==> src/rtl/dac_pkg.sv <==
`default_nettype none
// +----------------------------------------------------------------------------+
// | dac_pkg : shared types and constants for the MCP4911-class DAC transmitter  |
// | Revision: 1.0                                                              |
// +----------------------------------------------------------------------------+
package dac_pkg;

   typedef enum logic [1:0] {
      ST_IDLE  = 2'd0,
      ST_SHIFT = 2'd1,
      ST_LATCH = 2'd2
   } dac_state_t;

   localparam int c_frame_w = 16;
   localparam int c_data_w  = 10;

   // Control nibble: A/B select, buffer, gain (active low), shutdown (active low)
   localparam logic [3:0] c_ctrl_default = 4'b0111;
   localparam int c_ctrl_bit_sel_a  = 3;
   localparam int c_ctrl_bit_buf    = 2;
   localparam int c_ctrl_bit_ga_n   = 1;
   localparam int c_ctrl_bit_shdn_n = 0;

   function automatic logic [c_frame_w-1:0] build_frame(
      input logic [3:0]          ctrl,
      input logic [c_data_w-1:0] sample
   );
      return {ctrl, sample, 2'b00};
   endfunction

endpackage : dac_pkg
`default_nettype wire

==> src/rtl/dac_spi_tx_clk_div_tick.sv <==
`default_nettype none
// +----------------------------------------------------------------------------+
// | clk_div_tick : modulo-DIV counter with synchronous clear and 1-cycle tick   |
// | Revision: 1.0                                                              |
// +----------------------------------------------------------------------------+
module clk_div_tick #(
   parameter int DIV = 25
) (
   input  logic sysclk,
   input  logic rst_n,
   input  logic clr,
   input  logic en,
   output logic tick
);

   localparam int c_cnt_w = (DIV > 1) ? $clog2(DIV) : 1;
   localparam logic [c_cnt_w-1:0] c_last = c_cnt_w'(DIV - 1);

   logic [c_cnt_w-1:0] r_cnt;

   // Tick marks the last cycle of each DIV-cycle period.
   assign tick = en && !clr && (r_cnt == c_last);

   always_ff @(posedge sysclk or negedge rst_n) begin
      if (!rst_n) begin
         r_cnt <= '0;
      end else if (clr) begin
         r_cnt <= '0;
      end else if (en) begin
         if (r_cnt == c_last) r_cnt <= '0;
         else                 r_cnt <= r_cnt + 1'b1;
      end
   end

endmodule : clk_div_tick
`default_nettype wire

==> src/rtl/dac_spi_tx.sv <==
`default_nettype none
// +----------------------------------------------------------------------------+
// | dac_spi_tx : 16-bit SPI write frame plus LDAC pulse for one 10-bit sample   |
// | Revision: 1.0                                                              |
// +----------------------------------------------------------------------------+
module dac_spi_tx
   import dac_pkg::*;
#(
   parameter int         CLK_DIV = 25,
   parameter logic [3:0] CTRL    = c_ctrl_default
) (
   input  logic                sysclk,
   input  logic                rst_n,
   input  logic [c_data_w-1:0] data_in,
   input  logic                load,
   output logic                dac_cs_n,
   output logic                dac_sck,
   output logic                dac_sdi,
   output logic                dac_ld_n,
   output logic                busy,
   output logic                overrun
);

   dac_state_t           r_state;
   logic [c_frame_w-1:0] r_shreg;
   logic [3:0]           r_bitcnt;
   logic                 w_tick;
   logic                 w_div_clr;
   logic [c_frame_w-1:0] w_frame;

   assign w_div_clr = (r_state == ST_IDLE);
   assign w_frame   = build_frame(CTRL, data_in);

   // One divider paces both the SCK half-periods and the LDAC low time.
   clk_div_tick #(
      .DIV (CLK_DIV)
   ) u_div (
      .sysclk (sysclk),
      .rst_n  (rst_n),
      .clr    (w_div_clr),
      .en     (1'b1),
      .tick   (w_tick)
   );

   always_ff @(posedge sysclk or negedge rst_n) begin
      if (!rst_n) begin
         r_state  <= ST_IDLE;
         r_shreg  <= '0;
         r_bitcnt <= '0;
         dac_cs_n <= 1'b1;
         dac_sck  <= 1'b0;
         dac_sdi  <= 1'b0;
         dac_ld_n <= 1'b1;
         busy     <= 1'b0;
         overrun  <= 1'b0;
      end else begin
         overrun <= load && (r_state != ST_IDLE);
         case (r_state)
            ST_IDLE: begin
               if (load) begin
                  r_shreg  <= w_frame;
                  dac_sdi  <= w_frame[c_frame_w-1];
                  r_bitcnt <= '0;
                  dac_cs_n <= 1'b0;
                  busy     <= 1'b1;
                  r_state  <= ST_SHIFT;
               end
            end
            ST_SHIFT: begin
               if (w_tick) begin
                  dac_sck <= ~dac_sck;
                  // Data advances on the falling edge so it is stable across the next rise.
                  if (dac_sck) begin
                     if (r_bitcnt == 4'd15) begin
                        dac_cs_n <= 1'b1;
                        dac_sdi  <= 1'b0;
                        dac_ld_n <= 1'b0;
                        r_state  <= ST_LATCH;
                     end else begin
                        r_shreg  <= r_shreg << 1;
                        dac_sdi  <= r_shreg[c_frame_w-2];
                        r_bitcnt <= r_bitcnt + 4'd1;
                     end
                  end
               end
            end
            ST_LATCH: begin
               if (w_tick) begin
                  dac_ld_n <= 1'b1;
                  busy     <= 1'b0;
                  r_state  <= ST_IDLE;
               end
            end
            default: begin
               r_state <= ST_IDLE;
            end
         endcase
      end
   end

endmodule : dac_spi_tx
`default_nettype wire

==> config.mk <==
export PLATFORM = sky130hd
export DESIGN_NAME = dac_spi_tx
export DESIGN_NICKNAME = d
export VERILOG_FILES = /design/src/rtl/dac_pkg.sv /design/src/rtl/dac_spi_tx_clk_div_tick.sv /design/src/rtl/dac_spi_tx.sv
export SDC_FILE = /design/constraint.sdc
export NUM_CORES = 1
export LEC_CHECK = 0
export ABC_AREA = 0
export ABC_CLOCK_PERIOD_IN_PS = 2000
export CAP_MARGIN = 20
export CORE_MARGIN = 3
export CORE_UTILIZATION = 53
export DETAILED_ROUTE_END_ITERATION = 12
export GPL_TIMING_DRIVEN = 1
export PLACE_DENSITY_LB_ADDON = 0.12
export SYNTH_ARGS = -nofsm -noshare
export SYNTH_HDL_FRONTEND = slang
export SYNTH_SLANG_ARGS = --single-unit
==> constraint.sdc <==
create_clock -name sysclk -period 2 [get_ports sysclk]
set_input_delay 0.4 -clock sysclk [delete_from_list [all_inputs] [get_ports sysclk]]
set_output_delay 0.4 -clock sysclk [all_outputs]
set_load 0.02 [all_outputs]
### Word-level counts from Yosys, hierarchy flattened

Index checks and enable logic that the tools add are counted.

| cells by class | value |
|---|---|
| $add $sub $neg | 2 |
| reduce and logical (&&, ||, !) cells | 15 |
| mux-type cells | 35 |
| magnitude comparators | 0 |
| bitwise operators | 1 |
| shifts and indexed selects | 0 |
| equal/unequal tests | 10 |
| div/mod/pow operators | 0 |
| multipliers | 0 |

Operators with widths:

| kind | number |
|---|---|
| two-way mux 15 bit | 4 |
| case mux 15 bit (2 select lines) | 1 |
| AND reduction 5 bit | 4 |
| two-way mux 4 bit | 4 |
| two-way mux 1 bit | 13 |
| two-way mux 2 bit | 5 |
| two-way mux 5 bit | 2 |
| inequality test 2 bit, second input constant | 4 |
| case mux 1 bit (2 select lines) | 4 |
| case mux 4 bit (2 select lines) | 1 |
| nonzero test 2 bit | 4 |
| case mux 2 bit (3 select lines) | 1 |
| adder 5 x 1 -> 5 bit, second input constant | 1 |
| == test 5 bit, second input constant | 1 |
| adder 4 x 1 -> 4 bit, second input constant | 1 |
| == test 4 bit, second input constant | 1 |
| inequality test 2 x 1 -> 1 bit, second input constant | 2 |
| AND reduction 4 bit | 1 |
| AND reduction 3 bit | 1 |
| == test 2 x 1 -> 1 bit, second input constant | 1 |
| == test 2 bit, second input constant | 1 |
| logical AND 1 bit | 2 |
| logical NOT 2 bit | 1 |
| AND reduction 2 bit | 1 |
| other kinds (2) | 2 |

| word-level totals | value |
|---|---|
| word-level logic and storage cells | 73 |
| bits in writable memories | 0 |
| memories kept | 0 |
| bits of input ports | 13 |
| memory bits (read-only) | 0 |
| flip-flop bits (word level) | 32 |
| latch bits | 0 |
| output and inout port bits | 6 |

### Logic depth before layout (Yosys ltp)

| depth | value |
|---|---|
| depth after elaboration | 5 |
| depth in mapped cells | 8 |
| gate-level depth less buffers | 6 |

### Cells and area by module

A second synthesis with hierarchy kept.

| unflattened totals | value |
|---|---|
| cells, all modules | 133 |
| area total of the unflattened synthesis | 1532.7 um^2 |

Modules (own cells, without submodules):

| module | cells an instance | seq. area each (um^2) | times used | area an instance (um^2) |
|---|---|---|---|---|
| dac_spi_tx | 101 | 628.1 | 1 | 1227.4 |
| clk_div_tick | 32 | 125.1 | 1 | 305.3 |

### Worst setup path before layout

OpenSTA, ideal clock, no wires.

| timing | value |
|---|---|
| path kind | register to register |
| start | register u_div.r_cnt[0] |
| end | register r_shreg[12] |
| buffers on the path | 1 |
| data required time | 1879 ps |
| library setup time | 121 ps |
| period minus slack after synthesis | 1527 ps |
| arrival | 1406 ps |
| cell stages (with the launch flop) | 8 |
| slack | 473 ps |
| path through | dfrtp_1 -> inv_1 -> ha_1 -> and4b_1 -> buf_6 -> nand4_1 -> nand2_1 -> o22a_1 |

| on the way | value |
|---|---|
| longest elaborated chain between the ends | 4 |

RTL lines:

| item | RTL line | text |
|---|---|---|
| start, declared | dac_spi_tx_clk_div_tick.sv:19 | `logic [c_cnt_w-1:0] r_cnt;` |
| start signal, assigned | dac_spi_tx_clk_div_tick.sv:31 | `else r_cnt <= r_cnt + 1'b1;` |
| == test 5 bit | dac_spi_tx_clk_div_tick.sv:22 | `assign tick = en && !clr && (r_cnt == c_last);` |
| logical AND 1 bit | dac_spi_tx_clk_div_tick.sv:22 |  |
| inequality test 2 x 1 -> 1 bit (no source line) | n/a |  |
| AND reduction 5 bit (no source line) | n/a |  |
| end signal, assigned | dac_spi_tx.sv:61 | `r_shreg <= w_frame;` |
| end signal, assigned | dac_spi_tx.sv:80 | `r_shreg <= r_shreg << 1;` |
| end, declared | dac_spi_tx.sv:25 | `logic [c_frame_w-1:0] r_shreg;` |

No other way between the ends.
A chain may end at the register's enable or synchronous reset.

### Worst setup path in the final report

| timing | value |
|---|---|
| start | register dac_sck |
| end | output dac_sck |

RTL lines:

| item | RTL line | text |
|---|---|---|
| start, declared | dac_spi_tx.sv:17 | `output logic dac_sck,` |
| start signal, assigned | dac_spi_tx.sv:71 | `dac_sck <= ~dac_sck;` |

No word-level cell between the ends.

==> impl_metrics.prom <==
# TYPE chip_impl_metric gauge
chip_impl_info{name="run_status",value="complete, no violations"} 1
chip_impl_metric{name="seq_power_share",unit="%"} 55.0
chip_impl_metric{name="net-switching-power",unit="mW"} 0.4937
chip_impl_metric{name="syn_inst",unit=""} 132
chip_impl_metric{name="leak_pwr",unit="nW"} 0.7663
chip_impl_metric{name="critical_path.max_fanout",unit=""} 7
chip_impl_metric{name="die_width",unit="microns"} 57.47
chip_impl_metric{name="avgRoutedWirePerCell",unit="microns"} 13.58
chip_impl_metric{name="intPower",unit="mW"} 1.083
chip_impl_metric{name="insertion_delay",unit="ns"} 0.32
chip_impl_metric{name="finish.cell_count_without_fillers",unit=""} 189
chip_impl_info{name="synthFlopType",value="sky130_fd_sc_hd__dfrtp_1"} 1
chip_impl_metric{name="max-clock-path-buffers",unit=""} 2
chip_impl_metric{name="max_cap_violations",unit=""} 0
chip_impl_metric{name="grt_overflow_total",unit=""} 0
chip_impl_info{name="start_kind",value="register"} 1
chip_impl_metric{name="drtAntennaViolNets",unit=""} 0
chip_impl_metric{name="yosys-mux-area-fraction",unit="%"} 6.417
chip_impl_metric{name="max_slew_margin",unit="%"} 69.71
chip_impl_metric{name="synth-seq-area-share",unit="%"} 53.65
chip_impl_metric{name="detailedPlacementHpwl",unit="microns"} 1817
chip_impl_metric{name="power.clock.fraction",unit="%"} 21.8
chip_impl_metric{name="post-route-drc-count",unit=""} 0
chip_impl_info{name="netlist.top_cell.by_area",value="sky130_fd_sc_hd__dfrtp_1"} 1
chip_impl_info{name="worst_path_max_delay_cell",value="sky130_fd_sc_hd__clkdlybuf4s50_1"} 1
chip_impl_metric{name="antenna_cells_inserted",unit=""} 0
chip_impl_metric{name="fraction_of_final_layout_cells_sized_beyond_drive_strength_1",unit="%"} 10.06
chip_impl_metric{name="worstMarginPinSlew",unit="ns"} 0.4497
chip_impl_metric{name="num_vias",unit=""} 1006
chip_impl_metric{name="core-area",unit="sq um"} 2500
chip_impl_metric{name="count_of_final_setup_violators",unit=""} 0
chip_impl_metric{name="cts_made_buffers",unit=""} 5
chip_impl_metric{name="worst_ep_arrival_time",unit="ns"} 1.52
chip_impl_metric{name="ff2ff_path_depth",unit=""} 7
chip_impl_metric{name="drv_slew",unit=""} 0
chip_impl_metric{name="placed_cells",unit=""} 181
chip_impl_metric{name="post_cts_buffers",unit=""} 0
chip_impl_metric{name="switching_share",unit="%"} 31.32
chip_impl_metric{name="synth.distinct_cells",unit=""} 30
chip_impl_metric{name="timing_hold_violations_final",unit=""} 0
chip_impl_metric{name="adder_cell_share_of_the_synthesized_area",unit="%"} 2.674
chip_impl_metric{name="grt_pass1_wl",unit="microns"} 4692
chip_impl_metric{name="path_depth",unit=""} 1
chip_impl_metric{name="first_pass_drt_iterations",unit=""} 4
chip_impl_metric{name="delay_contributed_by_the_slowest_stage_of_the_critical_path",unit="ns"} 0.67
chip_impl_info{name="min_path_type",value="in -> async"} 1
chip_impl_metric{name="pwr_density_cell",unit="nW/um^2"} 933.9
chip_impl_metric{name="post_drt_via_cell_ratio",unit=""} 5.323
chip_impl_metric{name="grt_antenna_before_repair",unit=""} 0
chip_impl_info{name="cts_tree",value="yes"} 1
chip_impl_metric{name="port_buffers",unit=""} 18
chip_impl_metric{name="std_cell_rows",unit=""} 18
chip_impl_metric{name="post_cts_hold_buffer_count",unit=""} 0
chip_impl_metric{name="synth_compound_area_share",unit="%"} 15.60
chip_impl_info{name="critical_path.top_delay_family",value="buffers and inverters"} 1
chip_impl_metric{name="max_freq",unit="GHz"} 0.5201
chip_impl_metric{name="synth_seq_cells",unit=""} 30
chip_impl_metric{name="setup_total_negative_slack",unit="ns"} 0
chip_impl_metric{name="synth-edff-count",unit=""} 0
chip_impl_metric{name="layout_min_cycle_time",unit="ns"} 1.923
chip_impl_info{name="synth.most_common_cell",value="sky130_fd_sc_hd__dfrtp_1"} 1
chip_impl_info{name="setup.worst_path.end_class",value="primary output"} 1
chip_impl_info{name="synth.area.top_cells",value="sky130_fd_sc_hd__dfrtp_1, sky130_fd_sc_hd__o21ai_0, sky130_fd_sc_hd__mux2i_1, sky130_fd_sc_hd__nand2_1, sky130_fd_sc_hd__dfstp_2"} 1
chip_impl_metric{name="first_global_vias",unit=""} 1041
chip_impl_info{name="cts_root_buffer",value="sky130_fd_sc_hd__clkbuf_4"} 1
chip_impl_metric{name="fp.dieArea",unit="sq um"} 3302
chip_impl_metric{name="htreeDepth",unit=""} 2
chip_impl_metric{name="gp_routability_congestion",unit=""} 0.7805
chip_impl_metric{name="summed_instance_area_of_the_synthesized_netlist",unit="sq um"} 1404
chip_impl_metric{name="areaGrowthSynthToFinish",unit="%"} 20.23
chip_impl_metric{name="critical_path.n_buffers_inverters",unit=""} 1
chip_impl_metric{name="peakVddDrop",unit="uV"} 654.9
chip_impl_metric{name="syn-mean-instance-area",unit="sq um"} 10.64
chip_impl_metric{name="total_routing_usage_reported_by_global_routing",unit="%"} 18.65
chip_impl_info{name="rsz0062_at_grt",value="no"} 1
chip_impl_metric{name="die_y",unit="microns"} 57.47
chip_impl_metric{name="initial_utilization",unit="%"} 56.16
chip_impl_metric{name="layout.core_utilization",unit="%"} 67.52
chip_impl_metric{name="synth_simple_gate_area_share",unit="%"} 14.71
chip_impl_info{name="critical_path.cell_chain",value="clkdlybuf4s50_1"} 1
chip_impl_metric{name="num-nets-final",unit=""} 174
chip_impl_metric{name="detail_route.wirelength",unit="microns"} 2566
chip_impl_metric{name="synth-async-reset-ratio",unit="%"} 100.0
chip_impl_metric{name="maximum_number_of_pins_on_one_net_before_global_route_repair",unit=""} 31
chip_impl_metric{name="tritoncts_num_sinks",unit=""} 30
chip_impl_metric{name="post_synth_xor_area_fraction",unit="%"} 2.496
chip_impl_metric{name="worst_setup_hold_path_clk_slew",unit="ns"} 0.10
chip_impl_metric{name="finalCritPeriodShare",unit="%"} 96.13
chip_impl_metric{name="power.combinational.fraction",unit="%"} 23.1
chip_impl_info{name="synth_commonest_cells",value="sky130_fd_sc_hd__dfrtp_1, sky130_fd_sc_hd__o21ai_0, sky130_fd_sc_hd__nand2_1"} 1
chip_impl_metric{name="mappedNetlistNets",unit=""} 148
chip_impl_info{name="synth_top_family_by_area",value="compound AO/OA/AOI/OAI gates"} 1
chip_impl_metric{name="clock-skew-final",unit="ns"} 0.01029
chip_impl_metric{name="yosysWarnings",unit=""} 0
chip_impl_metric{name="required",unit="ns"} 1.60
chip_impl_metric{name="post_cts.resized_instances",unit=""} 0
chip_impl_metric{name="netlist.area_leader.share",unit="%"} 49.91
chip_impl_info{name="timing.setup.critical_path_class",value="reg -> out"} 1
chip_impl_metric{name="top_level_ports",unit=""} 19
chip_impl_metric{name="iteration_0_drc_count_of_the_detailed_router",unit=""} 42
==> final timing paths <==
kind / start / to / slack (ns)
worst min-delay path: rst_n / dac_sck / 0.45
min in group sysclk: r_shreg[8] / r_shreg[8] / 0.50
worst max register to register: u_div.r_cnt[0] / dac_cs_n / 0.20
worst max-delay path: dac_sck / dac_sck / 0.08
max in group asynchronous: rst_n / dac_cs_n / 1.23
worst min register to register: r_shreg[8] / r_shreg[8] / 0.50
==> metrics by stage <==
stage	total power, mW	hold slack [ns]	area [sq um]	setup slack (ns)
final	1.576	0.4482	1688	0.07739
after floorplan	1.114	0.1044	1404	0.4733
after detailed placement	1.246	0.4759	1639	0.1475
after CTS	1.592	0.4543	1688	0.06609
after global routing	1.700	0.4616	1688	0.03234
after global placement	1.221	0.4633	1639	0.1908
==> kinds of logic (layout without fill, tap and decap cells) <==
logic type / count (synthesis) / count (layout)
AO/OA/AOI/OAI: 34 / 34
multiplexers: 9 / 9
adder cells (fa/ha/maj): 3 / 3
XOR/XNOR: 4 / 4
flip-flops: 30 / 30
AND/OR/NAND/NOR: 42 / 42
buffers and inverters: 10 / 37
==> state kept, by name, indices dropped and copies added, names as in the netlist <==
name / flops
busy: 1
dac_cs_n: 1
dac_ld_n: 1
dac_sck: 1
dac_sdi: 1
overrun: 1
r_bitcnt: 4
r_shreg: 13
r_state: 2
u_div.r_cnt: 5
==> power groups by stage <==
stage / logic [mW] / clock network (mW) / registers [mW]
finish: 0.365 / 0.344 / 0.867
global route: 0.425 / 0.381 / 0.895
CTS: 0.371 / 0.353 / 0.868
detailed placement: 0.367 / 0 / 0.879
global placement: 0.351 / 0 / 0.870
floorplan: 0.252 / 0 / 0.862
==> placed cells by master, fill, tap and decap left out, types with 4 or more instances in the layout <==
cell,netlist,final
sky130_fd_sc_hd__nand3_1,6,6
sky130_fd_sc_hd__clkdlybuf4s50_1,0,18
sky130_fd_sc_hd__dfrtp_1,28,28
sky130_fd_sc_hd__mux2i_1,9,9
sky130_fd_sc_hd__buf_4,0,6
sky130_fd_sc_hd__nand2_1,15,15
sky130_fd_sc_hd__inv_1,4,4
sky130_fd_sc_hd__clkbuf_4,0,5
sky130_fd_sc_hd__o21ai_0,20,20
sky130_fd_sc_hd__nor2_1,8,8
sky130_fd_sc_hd__nand2b_1,4,4
==> cell type report <==
cell class / instances / area, sq um
Clock buffer: 8 / 48.80
Fill cell: 192 / 812.0
Sequential cell: 30 / 753.2
Timing Repair Buffer: 25 / 245.2
Tap cell: 30 / 37.54
Multi-Input combinational cell: 92 / 588.1
Inverter: 4 / 15.01
==> routing by layer <==
metal / routed length (microns) / up-vias / track usage (%)
li1: - / 514 / -
met1: 1181 / 461 / 24.12
met2: 1201 / 23 / 28.87
met3: 114 / 8 / 5.204
met4: 68 / 0 / 8.940
met5: 0 / - / 0
No activity file was read; power rests on OpenSTA's default activity.
